### config.mk
export PLATFORM = sky130hd
export DESIGN_NAME = hazard_scoreboard
export DESIGN_NICKNAME = d
export VERILOG_FILES = /design/src/rtl/hazard_scoreboard.sv
export SDC_FILE = /design/constraint.sdc
export NUM_CORES = 1
export LEC_CHECK = 0
export CORE_AREA = 2 2 76 78
export DETAILED_ROUTE_END_ITERATION = 16
export DIE_AREA = 0 0 78 80
export PLACE_DENSITY = 0.78
export SYNTH_ARGS = -nofsm -noshare
export SYNTH_HDL_FRONTEND = slang
export SYNTH_SLANG_ARGS = --single-unit
### constraint.sdc
create_clock -name clk -period 2.4 [get_ports clk]
set_input_delay 0.48 -clock clk [delete_from_list [all_inputs] [get_ports clk]]
set_output_delay 0.48 -clock clk [all_outputs]
set_load 0.02 [all_outputs]
### src/rtl/hazard_scoreboard.sv
// Hazard/forwarding controller: shadow pipeline of writer records, youngest-match forwarding and Tnew/Tuse stall.
// Optional mult/div busy interlock enabled by defining HAZARD_MD_EN.
module hazard_scoreboard #(
    parameter int NSTG     = 3,
    parameter int TW       = 2,
    parameter int MULT_CYC = 5,
    parameter int DIV_CYC  = 10,
    localparam int SW      = $clog2(NSTG + 1)
) (
    input  logic          clk,
    input  logic          reset,
    input  logic [4:0]    d_rs,
    input  logic [4:0]    d_rt,
    input  logic [TW-1:0] d_tuse_rs,
    input  logic [TW-1:0] d_tuse_rt,
    input  logic          d_use_rs,
    input  logic          d_use_rt,
    input  logic          d_we,
    input  logic [4:0]    d_dst,
    input  logic [TW-1:0] d_tnew,
    input  logic          d_md_start,
    input  logic          d_md_div,
    input  logic          d_md_use,
    output logic          stall,
    output logic [SW-1:0] fwd_d_rs,
    output logic [SW-1:0] fwd_d_rt,
    output logic [SW-1:0] fwd_e_rs,
    output logic [SW-1:0] fwd_e_rt,
    output logic [SW-1:0] fwd_m_rt,
    output logic          md_busy
);

    logic          r_valid [1:NSTG];
    logic          r_we    [1:NSTG];
    logic [4:0]    r_dst   [1:NSTG];
    logic [TW-1:0] r_tnew  [1:NSTG];
    logic [4:0]    r_rs    [1:NSTG];
    logic [4:0]    r_rt    [1:NSTG];

    logic w_stall_rs;
    logic w_stall_rt;
    logic w_md_stall;
    logic w_stall;

    function automatic logic rec_hit(input int unsigned k, input logic [4:0] s);
        return r_valid[k] && r_we[k] && (r_dst[k] == s) && (r_dst[k] != 5'd0);
    endfunction

    // Scan oldest to youngest so the lowest matching stage overrides older ones.
    function automatic logic [SW-1:0] fwd_sel(input logic [4:0] s, input int unsigned p);
        logic [SW-1:0] sel;
        sel = '0;
        for (int unsigned k = NSTG; k > p; k--) begin
            if (rec_hit(k, s)) begin
                sel = (r_tnew[k] == '0) ? SW'(k) : '0;
            end
        end
        return sel;
    endfunction

    function automatic logic src_stall(input logic [4:0] s, input logic [TW-1:0] tuse);
        logic st;
        st = 1'b0;
        for (int unsigned k = NSTG; k > 0; k--) begin
            if (rec_hit(k, s)) begin
                st = (r_tnew[k] > tuse);
            end
        end
        return st;
    endfunction

    always_comb begin
        w_stall_rs = d_use_rs && src_stall(d_rs, d_tuse_rs);
        w_stall_rt = d_use_rt && src_stall(d_rt, d_tuse_rt);
        w_stall    = w_stall_rs || w_stall_rt || w_md_stall;
    end

    assign stall    = w_stall;
    assign fwd_d_rs = fwd_sel(d_rs, 0);
    assign fwd_d_rt = fwd_sel(d_rt, 0);
    assign fwd_e_rs = fwd_sel(r_rs[1], 1);
    assign fwd_e_rt = fwd_sel(r_rt[1], 1);
    assign fwd_m_rt = fwd_sel(r_rt[2], 2);

    always_ff @(posedge clk) begin
        if (reset) begin
            for (int unsigned k = 1; k <= NSTG; k++) begin
                r_valid[k] <= 1'b0;
                r_we[k]    <= 1'b0;
                r_dst[k]   <= '0;
                r_tnew[k]  <= '0;
                r_rs[k]    <= '0;
                r_rt[k]    <= '0;
            end
        end else begin
            // A bubble clears every field so it cannot be picked up as a consumer source.
            if (w_stall) begin
                r_valid[1] <= 1'b0;
                r_we[1]    <= 1'b0;
                r_dst[1]   <= '0;
                r_tnew[1]  <= '0;
                r_rs[1]    <= '0;
                r_rt[1]    <= '0;
            end else begin
                r_valid[1] <= 1'b1;
                r_we[1]    <= d_we;
                r_dst[1]   <= d_dst;
                r_tnew[1]  <= d_tnew;
                r_rs[1]    <= d_rs;
                r_rt[1]    <= d_rt;
            end
            for (int unsigned k = 2; k <= NSTG; k++) begin
                r_valid[k] <= r_valid[k-1];
                r_we[k]    <= r_we[k-1];
                r_dst[k]   <= r_dst[k-1];
                r_tnew[k]  <= (r_tnew[k-1] != '0) ? r_tnew[k-1] - 1'b1 : '0;
                r_rs[k]    <= r_rs[k-1];
                r_rt[k]    <= r_rt[k-1];
            end
        end
    end

`ifdef HAZARD_MD_EN
    localparam int MD_MAX = (DIV_CYC > MULT_CYC) ? DIV_CYC : MULT_CYC;
    localparam int CW     = $clog2(MD_MAX + 1);

    logic [CW-1:0] r_md_cnt;
    logic          r_md_issued;

    always_ff @(posedge clk) begin
        if (reset) begin
            r_md_cnt    <= '0;
            r_md_issued <= 1'b0;
        end else begin
            if (!w_stall && d_md_start) begin
                r_md_cnt <= d_md_div ? CW'(DIV_CYC) : CW'(MULT_CYC);
            end else if (r_md_cnt != '0) begin
                r_md_cnt <= r_md_cnt - 1'b1;
            end
            r_md_issued <= !w_stall && d_md_start;
        end
    end

    assign w_md_stall = d_md_use && ((r_md_cnt != '0) || r_md_issued);
    assign md_busy    = (r_md_cnt != '0);
`else
    logic w_md_unused;
    assign w_md_unused = (^{d_md_start, d_md_div, d_md_use}) ^ (MULT_CYC != DIV_CYC);
    assign w_md_stall  = 1'b0;
    assign md_busy     = 1'b0;
`endif

endmodule
Word-level counts from Yosys, hierarchy flattened
Memory sizes are Yosys's and may differ from the RTL's.
Index checks and enable logic that the tools add are counted.
{ "totals": {"register_bits": 0, "mem_bits_rw": 57, "output_inout_bits": 12, "wordCells": 140, "n_memories": 6} }
{ "op_classes": {"addsub": 2, "magnitude_cmp": 6, "n_eq_ne": 11, "muxes": 55, "bitwise": 24, "n_reduce_logical": 36} }
{ "memory_table": {"columns": ["name", "words", "word_bits", "read_ports", "rd_clocked_by_memory_dff", "write_ports", "line", "text"], "rows": [
  ["r_dst", 3, 5, 3, 0, 3, "35", "logic [4:0] r_dst [1:NSTG];"],
  ["r_rs", 3, 5, 2, 0, 3, "37", "logic [4:0] r_rs [1:NSTG];"],
  ["r_rt", 3, 5, 2, 0, 3, "38", "logic [4:0] r_rt [1:NSTG];"],
  ["r_tnew", 3, 2, 3, 0, 3, "36", "logic [TW-1:0] r_tnew [1:NSTG];"],
  ["r_valid", 3, 1, 3, 0, 3, "33", "logic r_valid [1:NSTG];"],
  ["r_we", 3, 1, 3, 0, 3, "34", "logic r_we [1:NSTG];"]
]} }
{ "op_table": {"columns": ["cell", "n"], "rows": [
  ["$mux W5", 12],
  ["$eq A5 B5 Y1", 11],
  ["$mux W2", 19],
  ["$logic_and A1 B1 Y1", 27],
  ["$mux W1", 24],
  ["$or A1 B1 Y1", 24],
  ["$reduce_bool A5 Y1", 3],
  ["$gt A2 B2 Y1", 6],
  ["$logic_not A2 Y1", 3],
  ["$reduce_bool A2 Y1", 2],
  ["$sub A2 B1 Y2 const B", 2],
  ["$logic_or A1 B1 Y1", 1]
]} }

Logic depth before layout (Yosys ltp)
Gate-level depths: netlist (run 1).
An unclocked memory read counts as a cell.
{ "logic_depth": {"ltp_word": 14, "mapped_depth": 9, "ltp_nobuf": 8} }

Worst setup path after synthesis (run 1)
No wires, ideal clock.
{ "synth_timing": {"path_kind": "flip-flop to output port", "from": "reg r_dst[0][11] (netlist name)", "to": "out fwd_e_rt[1]", "arrival_time_ns": 2.300, "required_ns": 1.920, "path_slack_ns": -0.380, "path_stages_with_launch": 7, "path_buffers": 1, "path_cell_list": "dfxtp_1 > buf_2 > or4_4 > o211ai_4 > nor4_1 > nor4_1 > a21o_1"} }
{ "synth_lines": {"columns": ["item", "line", "text"], "rows": [
  ["end: declaration", "28", "output logic [SW-1:0] fwd_e_rt,"]
]} }

Final worst setup path (run 1)
{ "layout_timing": {"from": "in d_tuse_rt[1]", "to": "out stall"} }
{ "layout_between": {"elab_chain_cells": 6} }
{ "layout_lines": {"columns": ["item", "line", "text"], "rows": [
  ["start: declaration", "15", "input logic [TW-1:0] d_tuse_rt,"],
  ["$gt A2 B2 Y1", "66", "st = (r_tnew[k] > tuse);"],
  ["$mux W1 (2 in a row)", "65", "if (rec_hit(k, s)) begin"],
  ["$mux W1 (*)", "65", null],
  ["$logic_and A1 B1 Y1 (*)", "74", "w_stall_rt = d_use_rt && src_stall(d_rt, d_tuse_rt);"],
  ["$logic_or A1 B1 Y1 (*)", "75", "w_stall = w_stall_rs || w_stall_rt || w_md_stall;"],
  ["end: declaration", "24", "output logic stall,"]
]} }
Every way passes the cells marked *; elsewhere a longest branch is shown, timed or not.

==> results.json, run 1 <==
{
  "multi_input_area_um2": 1750,
  "cts_buffers": 5,
  "worstPathRequired_ns": 1.92,
  "cpPeakStageDelay_ns": 0.45,
  "p_per_area_nw_per_um2": 455,
  "cp_slowest_cell": "clkdlybuf4s50_1",
  "die_w_um": 78,
  "routedWlPerCell_um": 18.0,
  "dieHeight_um": 80,
  "end_kind": "output port",
  "syn_to_final_growth_pct": 51.1,
  "ff_latch_area_um2": 1040,
  "start_util_pct": 47.6,
  "pre_cts_slack_ns": -0.921,
  "yosysWarningCount": 0,
  "hold_class": "register to register",
  "hold_depth": 1,
  "drv_slew": 0,
  "power_frac_seq_pct": 46.4,
  "cpMostUsedCell": "a21oi_1",
  "drv_cap": 0,
  "antenna_found_initial": 0,
  "coreArea_um2": 5410,
  "setup_viol": 28,
  "synth_xor_area_share_pct": 18.7,
  "root_buffer": "clkbuf_8",
  "ir_drop_v": 0.000413,
  "finalNonFillerCells": 422,
  "hold_ws_ns": 0.497,
  "num_vias": 2255,
  "syn-mean-instance-area_um2": 10.3,
  "synthCells": 250,
  "final.setup.worst_slack_ns": -0.509,
  "cts_buffer_depth": 2,
  "finalHoldViolCount": 0,
  "grt_max_degree": 20,
  "clk_latency_ns": 0.30,
  "synth-simple-area-share_pct": 20.7,
  "grt_pass1_wl_um": 10400,
  "rr_worst_depth": 9,
  "vias_per_cell": 5.34,
  "yosysSeqAreaShare_pct": 40.1,
  "gr-total-overflow": 0,
  "clkTransAtPathRegs_ns": 0.09,
  "antenna_cells": 0,
  "min_from": "r_tnew[0][2]",
  "combPwrFrac_pct": 21.6,
  "grt_use_total_pct": 21.7,
  "power.total_mw": 1.77,
  "synth_compound_area_share_pct": 6.37,
  "cp.arrival_ns": 2.43,
  "io_pins": 41,
  "num_rows": 27,
  "p_switching_mw": 0.475,
  "r2r_end": "r_rt[1][4]",
  "cts_tree": "yes",
  "min_to": "r_tnew[0][4]",
  "relSlewSlack_pct": 60.1,
  "syn_area_um2": 2570,
  "final.setup_skew_ns": 0.00700,
  "n_fill_cell": 369,
  "intPower_mw": 1.29,
  "cp-start-kind": "input pin",
  "nets": 392,
  "ys_ff_latch": 42,
  "rsz0062_at_grt": "true",
  "die_area_um2": 6240,
  "clkPwrFrac_pct": 32.0,
  "status": "finished with violations",
  "crit_chain": "clkdlybuf4s50_1, inv_1, buf_4, ha_1, a21oi_1, a21oi_1, a21oi_2, a221oi_4, or2_4, buf_6",
  "reg2reg_slack_ns": -0.12,
  "drt_pass1_iterations": 4,
  "cts_max_level": 2,
  "crit_buf_inv": 4,
  "muxShareOfSynthArea_pct": 0.876,
  "hpwl_um": 4570,
  "ant_nets": 0,
  "violations": "negative setup slack",
  "place_inst": 406,
  "drive_gt1_share_pct": 35.7,
  "gp_congestion": 0.884,
  "worst_pin_slew_ns": 0.596,
  "power_leakage_nw": 1.65,
  "swShare_pct": 26.8,
  "synth_fa_ha_area_share_pct": 6.81,
  "totalWireLength_um": 7580,
  "crit_type": "input pin to output port",
  "min_period_ns": 2.91,
  "fin_crit_sh_pct": 121,
  "portBuffers": 36,
  "crit-reg2reg-launch": "r_dst[0][11]",
  "clock_sinks": 42,
  "synth_top_family_by_area": "simple AND/OR/NAND/NOR gates",
  "crit_path_max_fanout": 2,
  "ys_types": 38,
  "fmax_ghz": 0.344,
  "first_iter_violations": 166,
  "grt_pass1_vias": 2139,
  "crit_family": "buffers and inverters",
  "drc": 0
}
[cell usage in the layout (no fill, tap or decap), drive strengths merged, types with 2 or more instances in the layout]
cell / n
edfxtp: 19
o21ai: 2
o211ai: 2
nor2: 2
nor3b: 2
nand3b: 2
a21oi: 11
buf: 68
clkdlybuf4s50: 16
xnor2: 32
nor4: 6
dlymetal6s2s: 3
nor2b: 20
a31oi: 2
or3: 2
ha: 14
nor4b: 18
dlygate4sd2: 5
nand3: 8
inv: 14
a211oi: 2
mux2: 2
conb: 20
nand2: 3
dfxtp: 23
nor3: 9
xor2: 23
or4: 3
clkbuf: 7
[per-layer routing]
layer  track usage [%]  part of all wire, %  routed length, um  up-vias
met5                 0                    0                  0        -
met3              3.96                  4.9                371       30
met1              26.1                   41               3080     1091
met2              39.1                   51               3840       88
met4              7.72                  3.9                299        0
li1                  -                    -                  -     1046
[worst max path at each step]
| stage | start | cells after the start | end | slack, ns |
|---|---|---|---|---|
| finish | d_tuse_rt[1] | 10 | stall | -0.51 |
| global route | d_tuse_rt[1] | 10 | stall | -0.59 |
| CTS | r_dst[0][6] | 7 | stall | -0.41 |
| detailed placement | d_rt[0] | 8 | stall | -0.92 |
| global placement | d_tuse_rt[1] | 9 | stall | -0.91 |
| floorplan | r_dst[0][11] | 6 | fwd_e_rt[1] | -0.13 |
[power groups by stage]
stage,sequential (mW),combinational [mW],clock (mW)
final,0.822,0.381,0.566
after global routing,0.826,0.414,0.600
after CTS,0.819,0.340,0.558
after detailed placement,0.835,0.325,0
after global placement,0.833,0.318,0
after floorplan,0.828,0.195,0
[registers in the layout, summed over array words and instances (netlist names)]
signal and cells:
r_dst 15, r_rs 5, r_rt 10, r_tnew 6, r_valid 3, r_we 3
[area by class of cell]
cell class                      count  share of cell area (%)
Timing Repair Buffer               94                    21.7
Clock buffer                        6                    1.87
Sequential cell                    42                    26.7
Inverter                           14                    1.35
Multi-Input combinational cell    192                    45.1
Clock inverter                      2                   0.966
Tap cell                           72                    2.32
[worst reg2reg max path, cell delays in order (launching register included)]
cell	delay, ns
dfxtp_2	0.34
or4_4	0.55
o211ai_4	0.24
nor4_4	0.06
buf_4	0.16
nand3b_4	0.16
a221oi_4	0.31
buf_4	0.20
buf_8	0.17
nor4b_1	0.08
[stage by stage]
| stage | TNS (ns) | instance area [um2] | utilization, % |
|---|---|---|---|
| floorplan | -0.355 | 2690 | - |
| global placement | -11.32 | 3400 | 62.9 |
| detailed placement | -12.58 | 3400 | 62.9 |
| CTS | -2.52 | 3610 | 66.8 |
| global route | -7.57 | 3890 | 71.9 |
| finish | -5.45 | 3890 | 71.9 |
[timing repair]
| item | in CTS | in global routing |
|---|---|---|
| gates resized for setup | 84 | 47 |
| setup endpoints to repair | 29 | 30 |
| gates cloned | 0 | 1 |
| buffers inserted | 3 | 5 |
| pin swaps | 11 | 14 |
| hold buffers | 0 | 0 |
[cell usage after synthesis]
master / n / area share (%)
a41o_1: 1 / 0.39
edfxtp_1: 19 / 22
nor3b_1: 2 / 0.58
or2_1: 1 / 0.24
clkbuf_1: 5 / 0.73
nor4b_1: 18 / 6.1
o211ai_1: 1 / 0.29
a211oi_1: 2 / 0.58
a21oi_1: 11 / 2.1
o211ai_4: 1 / 0.83
a221oi_2: 1 / 0.58
and4_1: 1 / 0.34
buf_4: 4 / 1.2
xor2_1: 23 / 7.8
nand3_1: 8 / 1.6
o311a_1: 1 / 0.39
nor4_2: 1 / 0.49
nor2b_1: 20 / 4.9
or4_1: 2 / 0.58
inv_1: 14 / 2.0
nand2_1: 3 / 0.44
nor3_1: 9 / 1.8
ha_1: 14 / 6.8
buf_2: 11 / 2.1
xnor2_1: 32 / 11
or3_1: 2 / 0.49
conb_1: 2 / 0.29
nor4_1: 5 / 1.2
a21o_1: 1 / 0.29
nand3b_1: 1 / 0.29
mux2_2: 2 / 0.88
nand4_1: 1 / 0.24
or4_4: 1 / 0.44
dfxtp_1: 23 / 18
o21ai_0: 2 / 0.39
nor2_1: 2 / 0.29
a31oi_1: 2 / 0.49
nand3b_4: 1 / 0.78
[logic make-up after synthesis]
| group | after synthesis |
|---|---|
| and+or+nand+nor | 78 |
| other | 2 |
| adders and majority gates | 14 |
| xor gates and xnor gates | 55 |
| AOI/OAI and AO/OA | 23 |
| muxes | 2 |
| buffers and inverters | 34 |
| DFF | 42 |
Power figures use the tool's default switching activity.
==> inputs of run 2 (changes only) <==
Settings changed: ABC_AREA from default to 0, CTS_BUF_LIST from default to sky130_fd_sc_hd__clkbuf_8 sky130_fd_sc_hd__clkbuf_16.
==> results.json, run 2 (same netlist as run 1, synthesis figures left out) <==
{
  "status": "finished with violations",
  "violations": "negative setup slack",
  "final_cell_mix": "buf_4 (54), xnor2_1 (30), xor2_1 (23), nor2b_1 (20), conb_1 (20)",
  "min_period_ns": 2.90,
  "cts_buffers": 5,
  "ant_nets": 0,
  "final_util_pct": 71.9,
  "grt_max_degree": 20,
  "totalWireLength_um": 7530,
  "fmax_ghz": 0.344,
  "start_util_pct": 47.6,
  "grt_pass1_wl_um": 10500,
  "drc": 0,
  "regMostFlops": "r_dst",
  "first_iter_violations": 153,
  "drv_slew": 0,
  "clk_latency_ns": 0.30,
  "syn_to_final_growth_pct": 51.1,
  "hold_class": "register to register",
  "die_area_um2": 6240,
  "routedWlPerCell_um": 17.8,
  "relSlewSlack_pct": 60.3,
  "hpwl_um": 4570,
  "final.setup.worst_slack_ns": -0.504,
  "final.setup_skew_ns": 0.00647,
  "gr-total-overflow": 0,
  "worstPathRequired_ns": 1.92,
  "drv_cap": 0,
  "portBuffers": 36,
  "layout_commonest_cell": "buf_4",
  "antenna_cells": 0,
  "power_frac_seq_pct": 46.6,
  "crit-reg2reg-launch": "r_dst[0][11]",
  "reg_top3": "r_dst x15, r_rt x10, r_tnew x6",
  "largest_reg_flops": 15,
  "rsz0062_at_grt": "true",
  "cp.arrival_ns": 2.42,
  "combPwrFrac_pct": 21.6,
  "worst_pin_slew_ns": 0.594,
  "ir_drop_v": 0.000410,
  "cts_buffer_depth": 2,
  "crit_type": "input pin to output port",
  "setup_viol": 28,
  "crit_path_max_fanout": 2,
  "ctsHoldBuffers": 0,
  "vias_per_cell": 5.33,
  "clock_sinks": 42,
  "clkTransAtPathRegs_ns": 0.08,
  "io_pins": 41,
  "swShare_pct": 26.8,
  "finalHoldViolCount": 0,
  "drive_gt1_share_pct": 35.7,
  "antenna_found_initial": 0,
  "power.total_mw": 1.76,
  "min_from": "r_tnew[0][2]",
  "finalNonFillerCells": 422,
  "cp-start-kind": "input pin",
  "cts_max_level": 2,
  "drt_pass1_iterations": 4,
  "grt_use_total_pct": 21.8,
  "num_vias": 2249,
  "root_buffer": "clkbuf_8",
  "rr_worst_depth": 9,
  "cts_tree": "yes",
  "min_to": "r_tnew[0][4]",
  "place_inst": 406,
  "p_per_area_nw_per_um2": 453,
  "coreArea_um2": 5410,
  "nets": 392,
  "intPower_mw": 1.29,
  "r2r_end": "r_rt[1][0]",
  "power_leakage_nw": 1.66,
  "fin_crit_sh_pct": 121,
  "clkPwrFrac_pct": 31.8,
  "reg2reg_slack_ns": -0.11,
  "hold_depth": 1,
  "dieHeight_um": 80,
  "end_kind": "output port",
  "gp_congestion": 0.884,
  "num_rows": 27,
  "grt_pass1_vias": 2139,
  "die_w_um": 78,
  "n_fill_cell": 369,
  "p_switching_mw": 0.472
}
[run 2: power by group through the flow]
stage,Clock (mW),Combinational (mW),Sequential [mW]
after floorplan,0,0.195,0.828
after global placement,0,0.318,0.833
after detailed placement,0,0.325,0.835
after CTS,0.554,0.340,0.819
after global routing,0.597,0.414,0.826
final,0.560,0.380,0.822
[run 2: final cells by class]
type | count | area (um2) | share of cell area (%)
clock inverter | 3 | 41.3 | 1.06
clock buffer | 5 | 68.8 | 1.77
sequential | 42 | 1040 | 26.7
tap | 72 | 90.1 | 2.32
timing repair buffer | 94 | 843 | 21.7
multi-input combinational | 192 | 1750 | 45.1
inverter | 14 | 52.6 | 1.35
[run 2: through the flow]
| stage | TNS, ns | instance area (um2) | setup slack (ns) | hold WS (ns) |
|---|---|---|---|---|
| after global placement | -11.32 | 3400 | -0.913 | 0.425 |
| after CTS | -2.53 | 3610 | -0.412 | 0.449 |
| final | -5.35 | 3890 | -0.504 | 0.493 |
| after detailed placement | -12.58 | 3400 | -0.921 | 0.438 |
| after floorplan | -0.355 | 2690 | -0.134 | 0.401 |
| after global routing | -7.59 | 3890 | -0.592 | 0.516 |
[run 2: how the worst max path moves through the flow]
stage	end	slack, ns	start	cells past startpoint
final	stall	-0.50	d_tuse_rt[1]	10
after floorplan	fwd_e_rt[1]	-0.13	r_dst[0][11]	6
after CTS	stall	-0.41	r_dst[0][6]	7
after detailed placement	stall	-0.92	d_rt[0]	8
after global routing	stall	-0.59	d_tuse_rt[1]	10
after global placement	stall	-0.91	d_tuse_rt[1]	9
[run 2: what timing repair did]
action | 4_1_cts | 5_1_grt
buffers inserted | 3 | 5
pin swaps | 11 | 9
gates cloned | 0 | 1
gates resized for setup | 84 | 47
endpoints found under the setup margin | 29 | 30
[run 2: critical path, stage by stage]
cell	delay [ns]
clkdlybuf4s50_1	0.45
inv_1	0.07
buf_4	0.15
ha_1	0.31
a21oi_1	0.09
a21oi_1	0.18
a21oi_2	0.10
a221oi_4	0.30
or2_4	0.19
buf_6	0.11
[run 2: routing by layer]
layer / GRT usage, % / up-vias / share of wire, % / routed length [um]
met2: 39.1 / 84 / 51 / 3850
met3: 3.96 / 26 / 4.5 / 340
met5: 0 / - / 0 / 0
met4: 7.72 / 0 / 3.7 / 279
met1: 26.1 / 1088 / 41 / 3050
li1: - / 1051 / - / -
==> inputs of run 3 (changes only) <==
Settings changed: CORE_AREA 2 2 76 78 to 2 2 63 94, DIE_AREA 0 0 78 80 to 0 0 65 96.
==> results.json, run 3 (same netlist as run 1, synthesis figures left out) <==
{
  "cp-start-kind": "input pin",
  "worstPathRequired_ns": 1.92,
  "clock_sinks": 42,
  "clkPwrFrac_pct": 32.3,
  "reg2reg_slack_ns": -0.06,
  "power_leakage_nw": 1.58,
  "cts_buffer_depth": 2,
  "ant_nets": 0,
  "cts_tree": "yes",
  "reg_top3": "r_dst x15, r_rt x10, r_tnew x6",
  "min_to": "r_tnew[0][4]",
  "p_per_area_nw_per_um2": 473,
  "ir_drop_v": 0.000390,
  "hold_ws_ns": 0.474,
  "antenna_cells": 0,
  "min_from": "r_tnew[0][2]",
  "drv_slew": 0,
  "rr_worst_depth": 8,
  "crit_path_max_fanout": 2,
  "start_util_pct": 47.5,
  "antenna_found_initial": 0,
  "clkTransAtPathRegs_ns": 0.09,
  "drc": 0,
  "io_pins": 41,
  "first_iter_violations": 82,
  "die_w_um": 65,
  "clk_latency_ns": 0.31,
  "intPower_mw": 1.29,
  "violations": "negative setup slack",
  "drive_gt1_share_pct": 32.8,
  "hpwl_um": 4710,
  "nets": 387,
  "num_rows": 33,
  "swShare_pct": 26.9,
  "r2r_end": "r_rs[1][3]",
  "die_area_um2": 6240,
  "regMostFlops": "r_dst",
  "setup_viol": 30,
  "fmax_ghz": 0.341,
  "dieHeight_um": 96,
  "crit_type": "input pin to output port",
  "portBuffers": 36,
  "status": "finished with violations",
  "gr-total-overflow": 0,
  "end_kind": "output port",
  "final.setup_skew_ns": 0.00721,
  "cp.arrival_ns": 2.45,
  "root_buffer": "clkbuf_8",
  "worst_pin_slew_ns": 0.703,
  "crit-reg2reg-launch": "r_dst[0][13]",
  "hold_class": "register to register",
  "drv_cap": 0,
  "final.setup.worst_slack_ns": -0.530,
  "p_switching_mw": 0.475,
  "syn_to_final_growth_pct": 45.5,
  "coreArea_um2": 5410,
  "power.total_mw": 1.77,
  "min_period_ns": 2.93,
  "gp_congestion": 0.908,
  "totalWireLength_um": 6840,
  "tns_ns": -4.44,
  "routedWlPerCell_um": 16.5,
  "grt_use_total_pct": 22.1,
  "relSlewSlack_pct": 52.7,
  "final_cell_mix": "buf_4 (53), xnor2_1 (32), xor2_1 (23), nor2b_1 (20), conb_1 (20)",
  "cts_max_level": 2,
  "fin_crit_sh_pct": 122,
  "grt_max_degree": 43,
  "finalHoldViolCount": 0,
  "grt_pass1_vias": 2198,
  "drt_pass1_iterations": 4,
  "layout_commonest_cell": "buf_4",
  "hold_depth": 1,
  "ctsHoldBuffers": 0,
  "largest_reg_flops": 15,
  "power_frac_seq_pct": 46.4,
  "cts_buffers": 5,
  "rsz0062_at_grt": "true",
  "combPwrFrac_pct": 21.2,
  "grt_pass1_wl_um": 10200,
  "vias_per_cell": 5.28,
  "num_vias": 2193
}
[run 3: metal layers]
layer  global-route usage, %  wire, um  up-vias
met3                    3.27       264       20
met2                    40.1      3740       68
li1                        -         -     1042
met1                    24.1      2640     1063
met4                    12.8       198        0
met5                       0         0        -
[run 3: what timing repair did]
action | in CTS | in global routing
hold endpoints to repair | 0 | 0
resized for setup | 91 | 23
endpoints found under the setup margin | 29 | 30
gates cloned | 0 | 0
setup buffers | 3 | 0
pin swaps | 13 | 7
[run 3: through the flow]
| stage | instance area, um2 | util [%] | setup WS (ns) | instances |
|---|---|---|---|---|
| floorplan | 2690 | - | -0.134 | 268 |
| global placement | 3420 | 63.2 | -0.942 | 405 |
| detailed placement | 3420 | 63.2 | -0.967 | 405 |
| CTS | 3630 | 67.2 | -0.451 | 416 |
| global route | 3740 | 69.1 | -0.633 | 415 |
| finish | 3740 | 69.1 | -0.530 | 415 |
[run 3: worst max-delay path by stage]
stage | start | end | depth (start not counted)
2_1_floorplan | r_dst[0][11] | fwd_e_rt[1] | 6
3_3_place_gp | d_rs[4] | stall | 9
3_5_place_dp | d_rs[4] | stall | 9
4_1_cts | r_dst[0][13] | stall | 8
5_1_grt | d_tuse_rs[1] | stall | 10
6_report | d_tuse_rs[1] | stall | 10
[run 3: critical path, stage by stage]
cell and delay (ns):
clkdlybuf4s50_1 0.45, inv_1 0.05, buf_4 0.13, ha_1 0.33
a21oi_1 0.21, a21oi_1 0.09, o21ai_1 0.18, a31oi_1 0.09
or2_4 0.29, buf_6 0.13
[run 3: final cells by class]
cell class,count,area [um2]
clock buffers,5,68.8
clock inverters,3,41.3
fillers,411,1670
inverters,14,52.6
multi-input cells,192,1680
flip-flops and latches,42,1040
well taps,70,87.6
repair buffers,89,774
[run 3: power by group through the flow]
stage / Clock (mW) / Combinational, mW / Sequential [mW]
2_1_floorplan: 0 / 0.195 / 0.828
3_5_place_dp: 0 / 0.335 / 0.835
6_report: 0.572 / 0.376 / 0.821
5_1_grt: 0.600 / 0.409 / 0.825
4_1_cts: 0.571 / 0.346 / 0.819
3_3_place_gp: 0 / 0.324 / 0.832
